**config.mk**
```make
export PLATFORM = sky130hd
export DESIGN_NAME = pipe_add_sub
export DESIGN_NICKNAME = d
export VERILOG_FILES = /design/src/rtl/alu_pkg.sv /design/src/rtl/add_slice.sv /design/src/rtl/pipe_add_sub.sv
export SDC_FILE = /design/constraint.sdc
export NUM_CORES = 1
export LEC_CHECK = 0
export BUFFER_PORTS_ARGS = -buffer_cell sky130_fd_sc_hd__buf_2
export CORE_MARGIN = 2
export CORE_UTILIZATION = 40
export CTS_CLUSTER_SIZE = 30
export DETAILED_ROUTE_END_ITERATION = 8
export GPL_ROUTABILITY_DRIVEN = 0
export PLACE_DENSITY = 0.58
export REMOVE_ABC_BUFFERS = 1
export SLEW_MARGIN = 0
export SYNTH_ARGS = -nofsm -noshare
export SYNTH_HDL_FRONTEND = slang
export SYNTH_SLANG_ARGS = --single-unit
export TNS_END_PERCENT = 30
```
**constraint.sdc**
```tcl
create_clock -name clk -period 2.5 [get_ports clk]
set_clock_uncertainty 0.05 [all_clocks]
set_input_delay 0.5 -clock clk [delete_from_list [all_inputs] [get_ports clk]]
set_output_delay 0.5 -clock clk [all_outputs]
set_load 0.1 [all_outputs]
```
**src/rtl/alu_pkg.sv**
```systemverilog
// Shared ALU definitions: add/sub opcode encoding and
// the WIDTH-generic signed saturation limit.
package alu_pkg;

    localparam logic OP_ADD = 1'b0;
    localparam logic OP_SUB = 1'b1;

    localparam int SAT_MAXW = 128;

    // Low w bits hold the signed min (neg=1) or max (neg=0) of a w-bit word.
    function automatic logic [SAT_MAXW-1:0] sat_limit(
        input logic neg,
        input int   w
    );
        logic [SAT_MAXW-1:0] r;
        r = '0;
        for (int i = 0; i < SAT_MAXW; i++) begin
            if (i < w - 1) begin
                r[i] = ~neg;
            end else if (i == w - 1) begin
                r[i] = neg;
            end
        end
        return r;
    endfunction

endpackage

```
**src/rtl/add_slice.sv**
```systemverilog
// Combinational SLICE-bit ripple adder slice.
// One instance resolves one slice per pipeline stage.
module add_slice #(
    parameter int SLICE = 8
) (
    input  logic [SLICE-1:0] a,
    input  logic [SLICE-1:0] b,
    input  logic             ci,
    output logic [SLICE-1:0] s,
    output logic             co
);

    assign {co, s} = {1'b0, a} + {1'b0, b} + {{SLICE{1'b0}}, ci};

endmodule

```
**src/rtl/pipe_add_sub.sv**
```systemverilog
// Pipelined add/sub, one carry slice per stage, valid/ready.
// Optional signed clamp via PIPE_ADD_SUB_SAT_EN.
module pipe_add_sub
    import alu_pkg::*;
#(
    parameter int WIDTH = 32,
    parameter int SLICE = 8
) (
    input  logic             clk,
    input  logic             rst_n,
    input  logic             in_valid,
    output logic             in_ready,
    input  logic [WIDTH-1:0] A,
    input  logic [WIDTH-1:0] B,
    input  logic             Cin,
    input  logic             Sub,
`ifdef PIPE_ADD_SUB_SAT_EN
    input  logic             Sat,
`endif
    output logic             out_valid,
    input  logic             out_ready,
    output logic [WIDTH-1:0] Sum,
    output logic             Cout,
    output logic             Ovf,
    output logic             Zero
);

    localparam int STAGES = WIDTH / SLICE;
    localparam int L      = STAGES - 1;
    localparam int MSB    = WIDTH - 1;

    if (WIDTH % SLICE != 0) begin : g_bad_cfg
        $error("pipe_add_sub: WIDTH must be a multiple of SLICE");
    end

    logic [STAGES-1:0] v;
    logic [STAGES-1:0] adv;
    logic [STAGES-1:0] en;

    logic [WIDTH-1:0] a_q [STAGES];
    logic [WIDTH-1:0] b_q [STAGES];
    logic [WIDTH-1:0] s_q [STAGES];
    logic             c_q [STAGES];

    logic [WIDTH-1:0] a_d [STAGES];
    logic [WIDTH-1:0] b_d [STAGES];
    logic [WIDTH-1:0] s_d [STAGES];
    logic             c_d [STAGES];
    logic             vin [STAGES];

`ifdef PIPE_ADD_SUB_SAT_EN
    logic sat_q [STAGES];
    logic sat_d [STAGES];
`endif

    logic             ovf_q;
    logic             zero_q;
    logic             ovf_f;
    logic [WIDTH-1:0] sum_f;

    // Bubble-collapsing chain: a stage moves if the next is empty or moving.
    always_comb begin
        adv    = '0;
        adv[L] = v[L] & out_ready;
        for (int k = L - 1; k >= 0; k--) begin
            adv[k] = v[k] & (~v[k+1] | adv[k+1]);
        end
        en = ~v | adv;
    end

    assign in_ready = rst_n & en[0];

    for (genvar k = 0; k < STAGES; k++) begin : g_st
        logic [WIDTH-1:0] a_i;
        logic [WIDTH-1:0] b_i;
        logic [WIDTH-1:0] s_i;
        logic [WIDTH-1:0] s_m;
        logic             c_i;
        logic [SLICE-1:0] sl_s;
        logic             sl_co;

        if (k == 0) begin : g_in
            assign a_i    = A;
            assign b_i    = (Sub == OP_SUB) ? ~B : B;
            assign c_i    = (Sub == OP_SUB) ? ~Cin : Cin;
            assign s_i    = '0;
            assign vin[k] = in_valid;
`ifdef PIPE_ADD_SUB_SAT_EN
            assign sat_d[k] = Sat;
`endif
        end else begin : g_fwd
            assign a_i    = a_q[k-1];
            assign b_i    = b_q[k-1];
            assign c_i    = c_q[k-1];
            assign s_i    = s_q[k-1];
            assign vin[k] = v[k-1];
`ifdef PIPE_ADD_SUB_SAT_EN
            assign sat_d[k] = sat_q[k-1];
`endif
        end

        add_slice #(
            .SLICE(SLICE)
        ) u_slice (
            .a (a_i[k*SLICE +: SLICE]),
            .b (b_i[k*SLICE +: SLICE]),
            .ci(c_i),
            .s (sl_s),
            .co(sl_co)
        );

        always_comb begin
            s_m                    = s_i;
            s_m[k*SLICE +: SLICE]  = sl_s;
        end

        assign a_d[k] = a_i;
        assign b_d[k] = b_i;
        assign s_d[k] = s_m;
        assign c_d[k] = sl_co;
    end

    // Carry into the MSB is recovered from the MSB sum bit itself.
    assign ovf_f = a_d[L][MSB] ^ b_d[L][MSB] ^ s_d[L][MSB] ^ c_d[L];

`ifdef PIPE_ADD_SUB_SAT_EN
    logic [SAT_MAXW-1:0] lim;
    assign lim = sat_limit(a_d[L][MSB], WIDTH);
`endif

    always_comb begin
        sum_f = s_d[L];
`ifdef PIPE_ADD_SUB_SAT_EN
        if (sat_d[L] && ovf_f) begin
            sum_f = lim[WIDTH-1:0];
        end
`endif
    end

    always_ff @(posedge clk or negedge rst_n) begin
        if (!rst_n) begin
            v      <= '0;
            ovf_q  <= 1'b0;
            zero_q <= 1'b0;
            for (int k = 0; k < STAGES; k++) begin
                a_q[k] <= '0;
                b_q[k] <= '0;
                s_q[k] <= '0;
                c_q[k] <= 1'b0;
`ifdef PIPE_ADD_SUB_SAT_EN
                sat_q[k] <= 1'b0;
`endif
            end
        end else begin
            for (int k = 0; k < STAGES; k++) begin
                if (en[k]) begin
                    v[k] <= vin[k];
                    if (vin[k]) begin
                        a_q[k] <= a_d[k];
                        b_q[k] <= b_d[k];
                        c_q[k] <= c_d[k];
                        s_q[k] <= (k == L) ? sum_f : s_d[k];
`ifdef PIPE_ADD_SUB_SAT_EN
                        sat_q[k] <= sat_d[k];
`endif
                    end
                end
            end
            if (en[L] && vin[L]) begin
                ovf_q  <= ovf_f;
                zero_q <= (sum_f == '0);
            end
        end
    end

    assign out_valid = v[L];
    assign Sum       = s_q[L];
    assign Cout      = c_q[L];
    assign Ovf       = ovf_q;
    assign Zero      = zero_q;

endmodule

```
* Word-level counts from Yosys, hierarchy flattened
Index checks and enable logic that the tools add are counted.
Word-level totals: register bits after elaboration 282, bits of input ports 70, output and inout port bits 37, logic and storage cells 54
Cells by class: add/sub/neg operators 8, mux-type cells 2, bitwise gates (word level) 18, reduce and logical (&&, ||, !) cells 6
Operator list (count):
- $add 8x8->9 | 4
- $add 9x1->9 | 4
- $logic_not 32->1 | 1
- $mux 32 | 1
- $not 32->32 | 1
- $reduce_and 2->1 | 4
- $and 1x1->1 | 5
- $not 1->1 | 4
- $not 4->4 | 1
- $or 4x4->4 | 1
- $or 1x1->1 | 3
- $xor 1x1->1 | 3
- $logic_and 1x1->1 | 1
- $mux 1 | 1

* Longest topological paths before layout
depth in word-level cells 9, depth in mapped cells 11, mapped depth without buffers 10

* By module
A second synthesis with hierarchy kept.
Unflattened totals: cells, all modules 618, area total of the unflattened synthesis 8644.5 um2
By module, submodules not included:
- pipe_add_sub | times used 1, cells each 454, area an instance 7318.3 um2, seq. area each 4654.5 um2
- add_slice at g_st[0].u_slice ... | times used 2, cells each 40, area an instance 331.6 um2, seq. area each 0.0 um2
- add_slice at g_st[2].u_slice ... | times used 2, cells each 42, area an instance 331.6 um2, seq. area each 0.0 um2

* Least setup slack after synthesis
OpenSTA, ideal clock, no wires.
path type in2reg, start point in Sub, end point reg c_q (netlist bit g_st[1].c_i), library setup time 0.127 ns, data arrival time 2.913 ns, data required time 2.323 ns, slack -0.590 ns, stages on the path 11, path buffers 2, path through clkbuf_1 -> buf_2 -> xor2_1 -> fa_1 -> fa_1 -> a21o_1 -> a21oi_1 -> o21ai_0 -> a21o_1 -> a211oi_1 -> a21oi_1
Between the ends: word-level cells in the longest chain between the ends 3, elaborated cells on any way between the ends 4, classes of those cells 2 x add/sub; 2 x mux
RTL lines:
- start: declaration | RTL line pipe_add_sub.sv:16 | input logic Sub,
- $mux 32 | RTL line pipe_add_sub.sv:84 | assign b_i = (Sub == OP_SUB) ? ~B : B;
- $add 8x8->9 | RTL line add_slice.sv:13 | assign {co, s} = {1'b0, a} + {1'b0, b} + {{SLICE{1'b0}}, ci};
- $add 9x1->9 (*) | RTL line add_slice.sv:13
- end signal: indexed assignment | RTL line pipe_add_sub.sv:161 | c_q[k] <= c_d[k];
- end: declaration | RTL line pipe_add_sub.sv:43 | logic c_q [STAGES];
Every way passes the cells marked *; elsewhere a longest branch is shown, timed or not. A chain may end at the register's enable or synchronous reset.

* Final worst setup path
start point reg a_q (netlist bit g_st[3].a_i[24]), end point reg zero_q, in the netlist Zero
Between the ends: word-level cells in the longest chain between the ends 3
RTL lines:
- start: declaration | RTL line pipe_add_sub.sv:40 | logic [WIDTH-1:0] a_q [STAGES];
- start signal: indexed assignment | RTL line pipe_add_sub.sv:159 | a_q[k] <= a_d[k];
- $add 8x8->9 | RTL line add_slice.sv:13
- $add 9x1->9 | RTL line add_slice.sv:13
- $logic_not 32->1 | RTL line pipe_add_sub.sv:171 | zero_q <= (sum_f == '0);
- end signal: assignment | RTL line pipe_add_sub.sv:171
- end: declaration | RTL line pipe_add_sub.sv:57 | logic zero_q;
Every way passes these cells.

==> impl_metrics.toml <==
[critical_path]
required_ps = 2790
crit_fanout = 2
worst_path_largest_cell_delay_ps = 510
slowest_stage = "fa_1"
endpoint_kind = "register"
crit_chain = "fa_1 > inv_1 > fa_1 > nor4b_4 > nand4_1 > nor4_2 > and4b_1 > nand4_1 > o31ai_2"
setup.worst_path.class = "register to register"
cp-start-kind = "register"
r2r.worst_path.cells = 9
arrival_ps = 2720

[routing]
wl_mm = 16.08
vias_per_cell = 4.848
vias = 5163
post_drt_wl_per_cell_um = 15.10
wl_met3_um = 544
drt_iter0_markers = 170
drc = 0
wl_met1_mm = 7.224
firstDrtPassIters = 4
final_antenna_net_count = 0
wl_met2_mm = 8.066
top_layer_used = "met4"

[timing]
worst_slack_ps = 73.02
slew-limit-headroom_pct = 39.98
rsz0062_at_grt = "yes"
period_share_pct = 97.08
hold_viol = 0
setup_violations = 0
worst_pin_slew_ps = 900.3
fin_crit_ps = 2427
fmax_mhz = 412.0
finalMaxSlewViolations = 0

[floorplanning]
die_w_um = 148.9
die_h_um = 148.9
core_um2 = 20820
start_util_pct = 40.34
fp-row-count = 53
die_area_um2 = 22180
io_pins = 107

[layout]
finish.instance_area_um2 = 10030
layout-drive-gt1-share_pct = 37.47
area_growth_pct = 19.41
antenna_cells = 0
final_util_pct = 48.17
nets = 883

[clocking]
clk_pin_slew_ps = 60
clock-sinks = 186
cts_tree = "yes"
cts_made_buffers = 17
clk_latency_ps = 430
cts_buffer_depth = 2
htree_levels = 4
hold_buffers = 0
cts_setup_buffers = 0
cts_root_buf = "clkbuf_16"

[grt]
grt-ovfl-total = 0
grt_max_degree = 160
grt_pass1_wl_mm = 27.12
grt_pass1_vias = 5463
grt_antenna_before_repair = 0
grtUsageTotal_pct = 15.66

[placed_design]
dp_hpwl_mm = 11.37
postPlaceCellArea_um2 = 9394
pre_cts_ws_ps = -378.1
port_buffers = 106

[logic_synthesis]
synth_ff_type = "dfrtp_1"
syn_inst = 662
synthTopCellsByArea = "dfrtp_1, mux2_2, ha_1, xnor2_1, o21ai_0"
synth_top_area_share_pct = 55.41
synth_cell_types = 46
syn_area_um2 = 8401
async_reset_ff_share_pct = 100.0
synth.cells.most_frequent = "dfrtp_1, mux2_2, nand2_1"
avgSynthCellArea_um2 = 12.69
synth_area_leader_cell = "dfrtp_1"
seq_area_frac_synth_pct = 55.41
yosys_register_bits = 186
synth-edff-count = 0
yosysWarningCount = 0
synth_most_common_cell = "dfrtp_1"

[run]
max_cap_viol_count = 0

[power]
p_leak_nw = 4.573
peakVddDrop_uv = 482.5
power.density_nw_per_um2 = 1296

[min_path]
hp-class = "primary input to async pin"

[outcome]
status = "completed"
path summary, 6_finish.rpt:
check                                start         endpoint  slack [ps]
max                        g_st[3].a_i[24]             Zero          70
min                                  rst_n             v[1]          70
max reg2reg                g_st[3].a_i[24]             Zero          70
min reg2reg                 g_st[1].s_i[7]   g_st[1].s_i[7]         420
max in group asynchronous            rst_n  g_st[1].b_i[15]        1560
min in group clk                     A[20]  g_st[1].a_i[20]         240
repair_timing:
| item | 4_1_cts | 5_1_grt |
|---|---|---|
| hold endpoints to repair | 0 | 0 |
| resized for setup | 2 | 7 |
| gates cloned | 0 | 0 |
| endpoints found under the setup margin | 1 | 8 |
| pin swaps | 1 | 0 |
layer usage:
metal | track usage, % | vias up
li1 | - | 2532
met1 | 19.65 | 2537
met2 | 26.75 | 74
met3 | 3.242 | 20
met4 | 5.857 | 0
met5 | 0 | -
stage by stage:
stage	hold WS [ps]	cells	TNS, ps	total power [W]
after global routing	89.63	1065	-160.3	0.01382
after CTS	80.33	1065	0	0.01312
after floorplan	154.4	635	-79700	0.009013
final	69.26	1065	0	0.01300
after global placement	410.8	1033	-818.1	0.01017
after detailed placement	415.2	1033	-1244	0.01032
logic make-up after synthesis:
group,count (synthesis),synth area share (%)
compound gates,104,7.462
flops,186,55.41
fa+ha+maj,36,6.077
mux,129,17.29
xor+xnor,53,5.526
buf+inv,46,2.249
simple gates,108,5.988
flip-flops by register name, indices dropped and copies added, names as in the netlist:
signal,cells
Ovf,1
v,4
Cout,1
g_st.a_i,48
g_st.b_i,48
Sum,32
g_st.s_i,48
Zero,1
g_st.c_i,3
layout make-up:
cell class	instances	area, µm²
clock inverter	11	146.4
sequential	186	4654
clock buffer	21	450.4
timing repair buffer	123	757.0
multi-input combinational	430	3607
fill	1913	10790
inverter	19	71.32
tap	275	344.1
cell usage in the layout (no fill, tap or decap), drive strengths merged, types with 2 or more instances in the layout:
cell type  instances
dfrtp            186
mux2             129
buf              122
o21ai             56
nand2             55
xnor2             36
ha                28
clkbuf            22
inv               19
a21oi             18
xor2              17
nor2              14
nor3               8
fa                 8
a21o               7
nand2b             6
clkinv             6
nor4               5
nor2b              4
o21bai             4
o21a               4
o31ai              4
and2               3
or3                3
bufinv             3
a2111oi            3
a41o               2
nand4              2
clkinvlp           2
a211oi             2
worst max-delay path, delay by kind of cell (launching register included):
kind                       cells  cell delay [ps]
buffers and inverters          1               50
adders and majority gates      2              710
DFF                            1              370
AOI/OAI and AO/OA              1              180
and+or+nand+nor                5              970
report_power, final:
part	internal, W	leakage, nW	total [W]	switching [W]
combinational	0.00191	2.06	0.00558	0.00367
clock	0.00160	0.287	0.00274	0.00114
sequential	0.00406	2.23	0.00469	0.000633
total	0.00756	4.57	0.0130	0.00544
Note: power is estimated with default switching activity, not from simulation.
